--- src/rtl/sweep_pkg.sv ---
// Shared types and default widths for the impedance-analyzer frequency sweep sequencer.
package sweep_pkg;

  localparam int unsigned FTW_W       = 32;
  localparam int unsigned PT_W        = 12;
  localparam int unsigned CNT_W       = 24;
  localparam int unsigned TIMEOUT_CYC = 4800000;

  typedef enum logic [2:0] {
    StIdle,
    StLoad,
    StSettle,
    StMeasure,
    StStep,
    StDone
  } sweep_state_e;

endpackage

--- src/rtl/sweep_sequencer_if.sv ---
// Control/config/status bundle between the sweep sequencer and its host/acquisition side.
interface sweep_sequencer_if;
  import sweep_pkg::*;

  logic             Start;
  logic             Abort;
  logic [FTW_W-1:0] Cfg_FtwStart;
  logic [FTW_W-1:0] Cfg_FtwStep;
  logic [PT_W-1:0]  Cfg_NPoints;
  logic [CNT_W-1:0] Cfg_Settle;
  logic             Meas_Done;
  logic [FTW_W-1:0] Ftw;
  logic             Ftw_Valid;
  logic             Dac_En;
  logic             Meas_Req;
  logic [PT_W-1:0]  Point_Idx;
  logic             Busy;
  logic             Sweep_Done;
  logic             Timeout_Err;

  modport master (
    output Start, Abort, Cfg_FtwStart, Cfg_FtwStep, Cfg_NPoints, Cfg_Settle, Meas_Done,
    input  Ftw, Ftw_Valid, Dac_En, Meas_Req, Point_Idx, Busy, Sweep_Done, Timeout_Err
  );

  modport slave (
    input  Start, Abort, Cfg_FtwStart, Cfg_FtwStep, Cfg_NPoints, Cfg_Settle, Meas_Done,
    output Ftw, Ftw_Valid, Dac_En, Meas_Req, Point_Idx, Busy, Sweep_Done, Timeout_Err
  );

endinterface

--- src/rtl/settle_timer.sv ---
// Loadable down-counter; expired while the count sits at zero, counting stops there.
module settle_timer #(
  parameter int unsigned Width = 24
) (
  input  logic             Pll_CLK,
  input  logic             RESETn,
  input  logic             i_load,
  input  logic [Width-1:0] i_load_val,
  input  logic             i_count,
  output logic             o_expired
);

  logic [Width-1:0] r_cnt;

  always_ff @(posedge Pll_CLK or negedge RESETn) begin
    if (!RESETn) begin
      r_cnt <= '0;
    end else if (i_load) begin
      r_cnt <= i_load_val;
    end else if (i_count && (r_cnt != '0)) begin
      r_cnt <= r_cnt - Width'(1);
    end
  end

  assign o_expired = (r_cnt == '0);

endmodule

--- src/rtl/sweep_sequencer.sv ---
// Frequency-sweep controller: steps the tuning word, gates the DAC, handshakes measurements.
// Optional measurement timeout enabled by defining SWEEP_TIMEOUT_EN.
module sweep_sequencer
  import sweep_pkg::*;
#(
  parameter int unsigned TimeoutCyc = TIMEOUT_CYC
)
(
  input logic              Pll_CLK,
  input logic              RESETn,
  sweep_sequencer_if.slave bus
);

  sweep_state_e r_state, w_state_nxt;

  logic [FTW_W-1:0] r_ftw_start, r_ftw_step, r_ftw, w_ftw_nxt;
  logic [PT_W-1:0]  r_npoints, r_idx, w_idx_nxt;
  logic [CNT_W-1:0] r_settle, w_settle_val;
  logic r_ftw_valid, w_ftw_valid_nxt;
  logic r_dac_en, w_dac_en_nxt;
  logic r_meas_req, w_meas_req_nxt;
  logic r_sweep_done, w_sweep_done_nxt;
  logic r_timeout_err, w_timeout_err_nxt;
  logic w_settle_exp, w_to_hit, w_accept;

  assign w_accept = (r_state == StIdle) && bus.Start && !bus.Abort;

  always_ff @(posedge Pll_CLK or negedge RESETn) begin
    if (!RESETn) begin
      r_ftw_start <= '0;
      r_ftw_step  <= '0;
      r_npoints   <= '0;
      r_settle    <= '0;
    end else if (w_accept) begin
      r_ftw_start <= bus.Cfg_FtwStart;
      r_ftw_step  <= bus.Cfg_FtwStep;
      r_npoints   <= bus.Cfg_NPoints;
      r_settle    <= bus.Cfg_Settle;
    end
  end

  // Loading S-1 makes SETTLE last max(Cfg_Settle,1) cycles.
  assign w_settle_val = (r_settle == '0) ? '0 : r_settle - CNT_W'(1);

  settle_timer #(.Width(CNT_W)) u_settle (
    .Pll_CLK    (Pll_CLK),
    .RESETn     (RESETn),
    .i_load     ((r_state == StLoad) || (r_state == StStep)),
    .i_load_val (w_settle_val),
    .i_count    (r_state == StSettle),
    .o_expired  (w_settle_exp)
  );

`ifdef SWEEP_TIMEOUT_EN
  logic w_to_exp;

  settle_timer #(.Width(CNT_W)) u_timeout (
    .Pll_CLK    (Pll_CLK),
    .RESETn     (RESETn),
    .i_load     ((r_state == StSettle) && w_settle_exp),
    .i_load_val (CNT_W'(TimeoutCyc - 1)),
    .i_count    (r_state == StMeasure),
    .o_expired  (w_to_exp)
  );

  // A Meas_Done on the final allowed cycle still counts as a completed measurement.
  assign w_to_hit = (r_state == StMeasure) && w_to_exp && !bus.Meas_Done;
`else
  assign w_to_hit = 1'b0;
`endif

  always_ff @(posedge Pll_CLK or negedge RESETn) begin
    if (!RESETn) r_state <= StIdle;
    else         r_state <= w_state_nxt;
  end

  always_comb begin
    w_state_nxt = r_state;
    if (bus.Abort) begin
      w_state_nxt = StIdle;
    end else begin
      unique case (r_state)
        StIdle:    if (bus.Start) w_state_nxt = (bus.Cfg_NPoints == '0) ? StDone : StLoad;
        StLoad:    w_state_nxt = StSettle;
        StSettle:  if (w_settle_exp) w_state_nxt = StMeasure;
        StMeasure: begin
          if (bus.Meas_Done) begin
            w_state_nxt = (r_idx == r_npoints - PT_W'(1)) ? StDone : StStep;
          end else if (w_to_hit) begin
            w_state_nxt = StIdle;
          end
        end
        StStep:    w_state_nxt = StSettle;
        StDone:    w_state_nxt = StIdle;
        default:   w_state_nxt = StIdle;
      endcase
    end
  end

  always_comb begin
    w_ftw_nxt         = r_ftw;
    w_idx_nxt         = r_idx;
    w_ftw_valid_nxt   = 1'b0;
    w_dac_en_nxt      = r_dac_en;
    w_meas_req_nxt    = 1'b0;
    w_sweep_done_nxt  = 1'b0;
    w_timeout_err_nxt = r_timeout_err;
    if (bus.Abort) begin
      w_dac_en_nxt = 1'b0;
    end else begin
      unique case (r_state)
        StIdle:   if (bus.Start) w_timeout_err_nxt = 1'b0;
        StLoad: begin
          w_ftw_nxt       = r_ftw_start;
          w_idx_nxt       = '0;
          w_ftw_valid_nxt = 1'b1;
          w_dac_en_nxt    = 1'b1;
        end
        StSettle: w_meas_req_nxt = w_settle_exp;
        StMeasure: begin
          w_meas_req_nxt = !bus.Meas_Done && !w_to_hit;
          if (w_to_hit) begin
            w_timeout_err_nxt = 1'b1;
            w_dac_en_nxt      = 1'b0;
          end
        end
        StStep: begin
          w_ftw_nxt       = r_ftw + r_ftw_step;
          w_idx_nxt       = r_idx + PT_W'(1);
          w_ftw_valid_nxt = 1'b1;
        end
        StDone: begin
          w_sweep_done_nxt = 1'b1;
          w_dac_en_nxt     = 1'b0;
        end
        default: ;
      endcase
    end
  end

  always_ff @(posedge Pll_CLK or negedge RESETn) begin
    if (!RESETn) begin
      r_ftw         <= '0;
      r_idx         <= '0;
      r_ftw_valid   <= 1'b0;
      r_dac_en      <= 1'b0;
      r_meas_req    <= 1'b0;
      r_sweep_done  <= 1'b0;
      r_timeout_err <= 1'b0;
    end else begin
      r_ftw         <= w_ftw_nxt;
      r_idx         <= w_idx_nxt;
      r_ftw_valid   <= w_ftw_valid_nxt;
      r_dac_en      <= w_dac_en_nxt;
      r_meas_req    <= w_meas_req_nxt;
      r_sweep_done  <= w_sweep_done_nxt;
      r_timeout_err <= w_timeout_err_nxt;
    end
  end

  assign bus.Ftw         = r_ftw;
  assign bus.Ftw_Valid   = r_ftw_valid;
  assign bus.Dac_En      = r_dac_en;
  assign bus.Meas_Req    = r_meas_req;
  assign bus.Point_Idx   = r_idx;
  assign bus.Busy        = (r_state != StIdle);
  assign bus.Sweep_Done  = r_sweep_done;
  assign bus.Timeout_Err = r_timeout_err;

endmodule

--- src/flat_wrapper.sv ---
// flat-port wrapper written by rule: the top's interface ports become plain ports
module sweep_sequencer_flat import sweep_pkg::*;
#(
  parameter int unsigned TimeoutCyc = TIMEOUT_CYC
)
  (Pll_CLK, RESETn, bus_Start, bus_Abort, bus_Cfg_FtwStart, bus_Cfg_FtwStep, bus_Cfg_NPoints, bus_Cfg_Settle, bus_Meas_Done, bus_Ftw, bus_Ftw_Valid, bus_Dac_En, bus_Meas_Req, bus_Point_Idx, bus_Busy, bus_Sweep_Done, bus_Timeout_Err);
  sweep_sequencer_if bus_i ();
  input logic Pll_CLK;
  input logic RESETn;
  input wire logic [$bits(bus_i.Start)-1:0] bus_Start;
  input wire logic [$bits(bus_i.Abort)-1:0] bus_Abort;
  input wire logic [$bits(bus_i.Cfg_FtwStart)-1:0] bus_Cfg_FtwStart;
  input wire logic [$bits(bus_i.Cfg_FtwStep)-1:0] bus_Cfg_FtwStep;
  input wire logic [$bits(bus_i.Cfg_NPoints)-1:0] bus_Cfg_NPoints;
  input wire logic [$bits(bus_i.Cfg_Settle)-1:0] bus_Cfg_Settle;
  input wire logic [$bits(bus_i.Meas_Done)-1:0] bus_Meas_Done;
  output wire logic [$bits(bus_i.Ftw)-1:0] bus_Ftw;
  output wire logic [$bits(bus_i.Ftw_Valid)-1:0] bus_Ftw_Valid;
  output wire logic [$bits(bus_i.Dac_En)-1:0] bus_Dac_En;
  output wire logic [$bits(bus_i.Meas_Req)-1:0] bus_Meas_Req;
  output wire logic [$bits(bus_i.Point_Idx)-1:0] bus_Point_Idx;
  output wire logic [$bits(bus_i.Busy)-1:0] bus_Busy;
  output wire logic [$bits(bus_i.Sweep_Done)-1:0] bus_Sweep_Done;
  output wire logic [$bits(bus_i.Timeout_Err)-1:0] bus_Timeout_Err;
  assign bus_i.Start = bus_Start;
  assign bus_i.Abort = bus_Abort;
  assign bus_i.Cfg_FtwStart = bus_Cfg_FtwStart;
  assign bus_i.Cfg_FtwStep = bus_Cfg_FtwStep;
  assign bus_i.Cfg_NPoints = bus_Cfg_NPoints;
  assign bus_i.Cfg_Settle = bus_Cfg_Settle;
  assign bus_i.Meas_Done = bus_Meas_Done;
  assign bus_Ftw = bus_i.Ftw;
  assign bus_Ftw_Valid = bus_i.Ftw_Valid;
  assign bus_Dac_En = bus_i.Dac_En;
  assign bus_Meas_Req = bus_i.Meas_Req;
  assign bus_Point_Idx = bus_i.Point_Idx;
  assign bus_Busy = bus_i.Busy;
  assign bus_Sweep_Done = bus_i.Sweep_Done;
  assign bus_Timeout_Err = bus_i.Timeout_Err;
  sweep_sequencer #(.TimeoutCyc(TimeoutCyc)) u_core (.Pll_CLK(Pll_CLK), .RESETn(RESETn), .bus(bus_i));
endmodule
--- config.mk ---
export PLATFORM = sky130hd
export DESIGN_NAME = sweep_sequencer_flat
export DESIGN_NICKNAME = d
export VERILOG_FILES = /design/src/rtl/sweep_pkg.sv /design/src/rtl/sweep_sequencer_if.sv /design/src/rtl/settle_timer.sv /design/src/rtl/sweep_sequencer.sv /design/src/flat_wrapper.sv
export SDC_FILE = /design/constraint.sdc
export NUM_CORES = 1
export LEC_CHECK = 0
export ABC_AREA = 1
export CORE_MARGIN = 2
export CORE_UTILIZATION = 24
export DETAILED_ROUTE_END_ITERATION = 6
export GPL_TIMING_DRIVEN = 0
export HOLD_SLACK_MARGIN = 0.12
export PLACE_DENSITY_LB_ADDON = 0.1
export SYNTH_ARGS = -nofsm -noshare
export SYNTH_HDL_FRONTEND = slang
export SYNTH_SLANG_ARGS = --single-unit
--- constraint.sdc ---
create_clock -name Pll_CLK -period 2.6 [get_ports Pll_CLK]
set_input_delay 0.39 -clock Pll_CLK [delete_from_list [all_inputs] [get_ports Pll_CLK]]
set_output_delay 0.39 -clock Pll_CLK [all_outputs]
set_load 0.01 [all_outputs]
* Word level (Yosys, flattened, before mapping)
Cells that the tools add are included.
** Storage, ports and cells
- Bits in registers :: 175
- Input bits :: 105
- Word-level logic and storage cells :: 65
** Operators by class
- Add/subtract/negate cells :: 5
- Equality and inequality tests :: 9
- Multiplexer cells :: 20
- Bitwise gates (word level) :: 1
- Reductions and logical operators :: 18
** Operator list (number)
- $mux 24 :: 3
- $pmux 32 s2 :: 1
- $logic_not 24->1 :: 2
- $sub 24x1->24 const B :: 2
- $add 32x32->32 :: 1
- $pmux 12 s2 :: 1
- $reduce_bool 24->1 :: 1
- $mux 3 :: 5
- $add 12x1->12 const B :: 1
- $eq 12x12->1 :: 1
- $logic_not 12->1 :: 1
- $pmux 3 s4 :: 1
- $sub 12x1->12 const B :: 1
- $mux 1 :: 7
- $eq 3x2->1 const B :: 2
- $eq 3x3->1 const B :: 2
- $ne 3x3->1 const B :: 2
- $reduce_bool 3->1 :: 2
- $pmux 1 s2 :: 2
- $reduce_bool 2->1 :: 2
- $eq 3x1->1 const B :: 1
- $logic_and 1x1->1 :: 3
- $logic_not 3->1 :: 1
- $ne 3x2->1 const B :: 1
- other kinds (6) :: 7

* Longest topological paths before layout
- Depth in word-level cells :: 6
- Mapped depth :: 15

* Hierarchy
Synthesis repeated with hierarchy kept, for this count alone.
** Unflattened totals
- Cell total of the unflattened synthesis :: 1563
- Area total of the unflattened synthesis :: 11546.1 sq um
** By module, submodules not included
- sweep_sequencer :: instances 1, cells an instance 1274, area each 9699.3 sq um, sequential area each 3778.6 sq um
- settle_timer :: instances 1, cells an instance 289, area each 1846.8 sq um, sequential area each 600.6 sq um

* Worst setup path before layout
Ideal clock, no wire load.
- Path type :: register -> register
- Start point :: register u_core.r_ftw[0], in the netlist u_core.bus.Ftw[0]
- End point :: register u_core.r_ftw[22], in the netlist u_core.bus.Ftw[22]
- Data arrival time :: 1862 ps
- Data required time :: 2483 ps
- Setup slack :: 622 ps
- Stages on the path, launching flop included :: 14
- Path buffers :: 0
- Period minus slack after synthesis :: 1978 ps
- Path through :: dfrtp_1 ha_1 inv_1 fa_1 o21ai_2 nand2_1 nand2_1 nand2_1 nand2_1 nand2_1 nand3_1 nand3_1 nand2_1 nand2_1
** Between the ends
- Longest elaborated chain between the ends :: 2
** Ends and longest elaborated chain
- from (decl) :: RTL line sweep_sequencer.sv:16 : logic [FTW_W-1:0] r_ftw_start, r_ftw_step, r_ftw, w_ftw_nxt;
- from (signal assigned) :: RTL line sweep_sequencer.sv:151 : r_ftw <= w_ftw_nxt;
- $add 32x32->32 :: RTL line sweep_sequencer.sv:128 : w_ftw_nxt = r_ftw + r_ftw_step;
- $pmux 32 s2 :: RTL line sweep_sequencer.sv:111 : unique case (r_state)
No other way between the ends.
A chain may end at the register's enable or synchronous reset.

* Final worst setup path
Ends and elaborated chain as after synthesis.

==> summary.txt <==
FF+latch area: 4379 um^2
Vias/cell: 4.425
R2R depth: 13
min cycle time layout: 2408 ps
first-pass GRT wire length: 59.35 mm
multi-input combinational cell area: 5891 um^2
Cell Rows: 78
vias in the first global route: 10.26k
Hold Crit Class: reg -> reg
EDFF count, synth: 0
Setup Skew: 13.76 ps
Post-DP HPWL: 30.65 mm
WP data arrival: 2740 ps
Critical Path Fanout Max: 5
area delta synth->final: 26.78%
max_slew headroom: 0.4122
final max-slew violation count: 0
Worst-path clk slew: 70 ps
WHS Path Cells: 2
Core ar.: 45580 um^2
Cells after Synth: 1473
RSZ-0062 raised after global routing: false
final net count: 1788
Yosys cell types: 47
Async SR Flop Fraction: 1.000
depth of the CTS H-tree: 4
Mapped Area: 11120 um^2
Synth area leaders: dfrtp_1 (39%), nand2_1 (14%), mux2_2 (7.3%), inv_1 (5.6%), nor2_1 (5.4%)
initial antenna violation count: 1
ant diodes: 0
final-report hold violation count: 0
FMAX: 0.4153 GHz
GRT overflow: 0
Tightest Pin Transition: 881.7 ps
Net Count, Synth: 1614
leading cell types by count after synthesis: nand2_1 (402), dfrtp_1 (175), inv_1 (167), nor2_1 (161), nand3_1 (86)
Die Wd: 219.2 um
CTS tree: built
status: completed
drt initial violations: 500
TritonCTS Sinks: 175
setup violation total in the final timing report: 0
Vias: 10.00k
gpl congestion: 0.8496
FILL cells: 4914
PortBufs: 153
clk_lat worst skew: 450 ps
Critical Path End Type: register
Yosys reg bits: 175
Cell Pwr Density: 1257 nW/um^2
Peak VDD IR: 0.4027 mV
Synth Area per Inst: 7.548 um^2
layout cell share with drive strength beyond 1: 0.1066
Leakage: 6.529 nW
DRC: 0
maximum number of pins on one net before global-route repair: 94
YS warnings: 0
Critical Path Start Type: register
Initial Util: 0.2439
period utilization: 0.9261
Num CTS Buffers: 17
TNS Setup: 0 ps
DRT Wirelength: 38.54 mm
CTS root buffer: clkbuf_16
Setup CP Type: reg -> reg
Hold WS: 484.5 ps
Die Area: 48060 um^2
Max-Cap Viols: 0
ys flop type: dfrtp_1
All-Layer GR Usage: 0.1644
WL per Instance: 17.05 um
I/O pin count: 155
top cell type's share of synthesized area: 0.3939
top cell type by total area after synthesis: dfrtp_1
Die Height: 219.2 um
Post-DRT Antenna Nets: 0
CP Data Required Time: 2930 ps
most common cell in the synthesized netlist: nand2_1
post-synthesis sequential area ratio: 0.3939
CTS max path bufs: 2
first-pass iteration count of the detailed router: 5
==> worst max-delay path, stage by stage, from the launching register on <==
cell and delay [ps]:
dfrtp_1 430, ha_2 250, inv_1 60, fa_1 440, o21ai_4 230, nand2_1 70, nand2_1 140, nand2_1 100
nand2_1 130, nand2_1 90, nand3_1 70, nand3_1 70, nand2_1 140, nand2_1 60
==> cells by family (layout without fill, tap and decap cells) <==
| group | after synthesis | in the layout | share of synthesized area |
|---|---|---|---|
| AOI/OAI and AO/OA | 194 | 194 | 0.09284 |
| xor gates and xnor gates | 44 | 44 | 0.03466 |
| adders and majority gates | 36 | 36 | 0.04119 |
| buffers and inverters | 211 | 398 | 0.07720 |
| DFF | 175 | 175 | 0.3939 |
| muxes | 73 | 73 | 0.07382 |
| other | 1 | 1 | 0.0003373 |
| and+or+nand+nor | 739 | 739 | 0.2861 |
==> per-layer routing <==
metal	part of all wire	vias up	track usage
met5	0	-	0
met2	0.50	141	0.2914
met3	0.026	17	0.02426
li1	-	5120	-
met4	0.0085	0	0.03288
met1	0.47	4722	0.2116
==> sequential cells by signal, indices dropped and copies added, names as in the netlist <==
register               flops
u_core.bus.Ftw            32
u_core.bus.Dac_En          1
u_core.r_settle           24
u_core.r_npoints          12
u_core.bus.Sweep_Done      1
u_core.r_ftw_start        32
u_core.bus.Point_Idx      12
u_core.bus.Meas_Req        1
u_core.r_ftw_step         32
u_core.u_settle.r_cnt     24
u_core.bus.Ftw_Valid       1
u_core.r_state             3
==> layout make-up <==
| type | instances | area share |
|---|---|---|
| Sequential cell | 175 | 0.3107 |
| Buffer | 36 | 0.01411 |
| Tap cell | 600 | 0.05326 |
| Multi-Input combinational cell | 1087 | 0.4179 |
| Clock inverter | 9 | 0.01101 |
| Timing Repair Buffer | 155 | 0.1117 |
| Inverter | 175 | 0.04678 |
| Clock buffer | 23 | 0.03462 |
==> power breakdown <==
part / leakage (nW) / total (W) / switching, W / internal [W]
sequential: 2.12 / 0.00511 / 0.00117 / 0.00394
clock: 0.313 / 0.00288 / 0.00117 / 0.00171
combinational: 4.10 / 0.00972 / 0.00591 / 0.00381
total: 6.53 / 0.0177 / 0.00825 / 0.00947
==> final timing paths <==
check	slack (ps)	start	to
max reg2reg	190	u_core.bus.Ftw[0]	u_core.bus.Ftw[22]
max in group asynchronous	1150	RESETn	u_core.r_settle[15]
min	480	u_core.u_settle.r_cnt[1]	u_core.u_settle.r_cnt[1]
min in group asynchronous	530	RESETn	u_core.r_npoints[6]
min reg2reg	480	u_core.u_settle.r_cnt[1]	u_core.u_settle.r_cnt[1]
max	190	u_core.bus.Ftw[0]	u_core.bus.Ftw[22]
==> repair_timing <==
action | in CTS | in global routing
endpoints found under the setup margin | 0 | 3
hold buffers | 1 | 0
setup buffers | 0 | 0
resized for setup | 0 | 3
endpoints found under the hold margin | 82 | 0
==> layout by cell type, fill, tap and decap left out, types with 4 or more instances in the layout <==
master	count
xor2_1	26
o21ai_0	83
dfrtp_1	175
o21ai_1	20
nor3_1	20
clkbuf_8	4
o211ai_1	6
clkbuf_1	13
inv_1	167
nand3_2	4
nor2_4	7
o21bai_1	5
ha_1	34
bufinv_16	4
buf_6	5
or2_2	4
clkbuf_16	17
a31oi_1	6
nor2_2	10
nor4_1	6
nand2_1	402
nand4_1	19
a21oi_1	64
clkdlybuf4s50_1	152
nor2_1	161
nand3_1	86
nand2_2	8
xnor2_1	18
mux2_2	72
inv_2	7
buf_2	15
==> metrics by stage <==
| step | util | std cells | instance area, um^2 | setup slack [ps] | power [W] |
|---|---|---|---|---|---|
| CTS | 0.3091 | 2260 | 14090 | 56.45 | 0.01795 |
| global placement | 0.2940 | 2226 | 13400 | -7027 | 0.01492 |
| detailed placement | 0.2947 | 2227 | 13430 | 7.475 | 0.01496 |
| finish | 0.3093 | 2260 | 14100 | 192.3 | 0.01772 |
| global route | 0.3093 | 2260 | 14100 | 39.60 | 0.01943 |
| floorplan | - | 1473 | 11120 | 621.8 | 0.01158 |
Power figures use the tool's default switching activity.
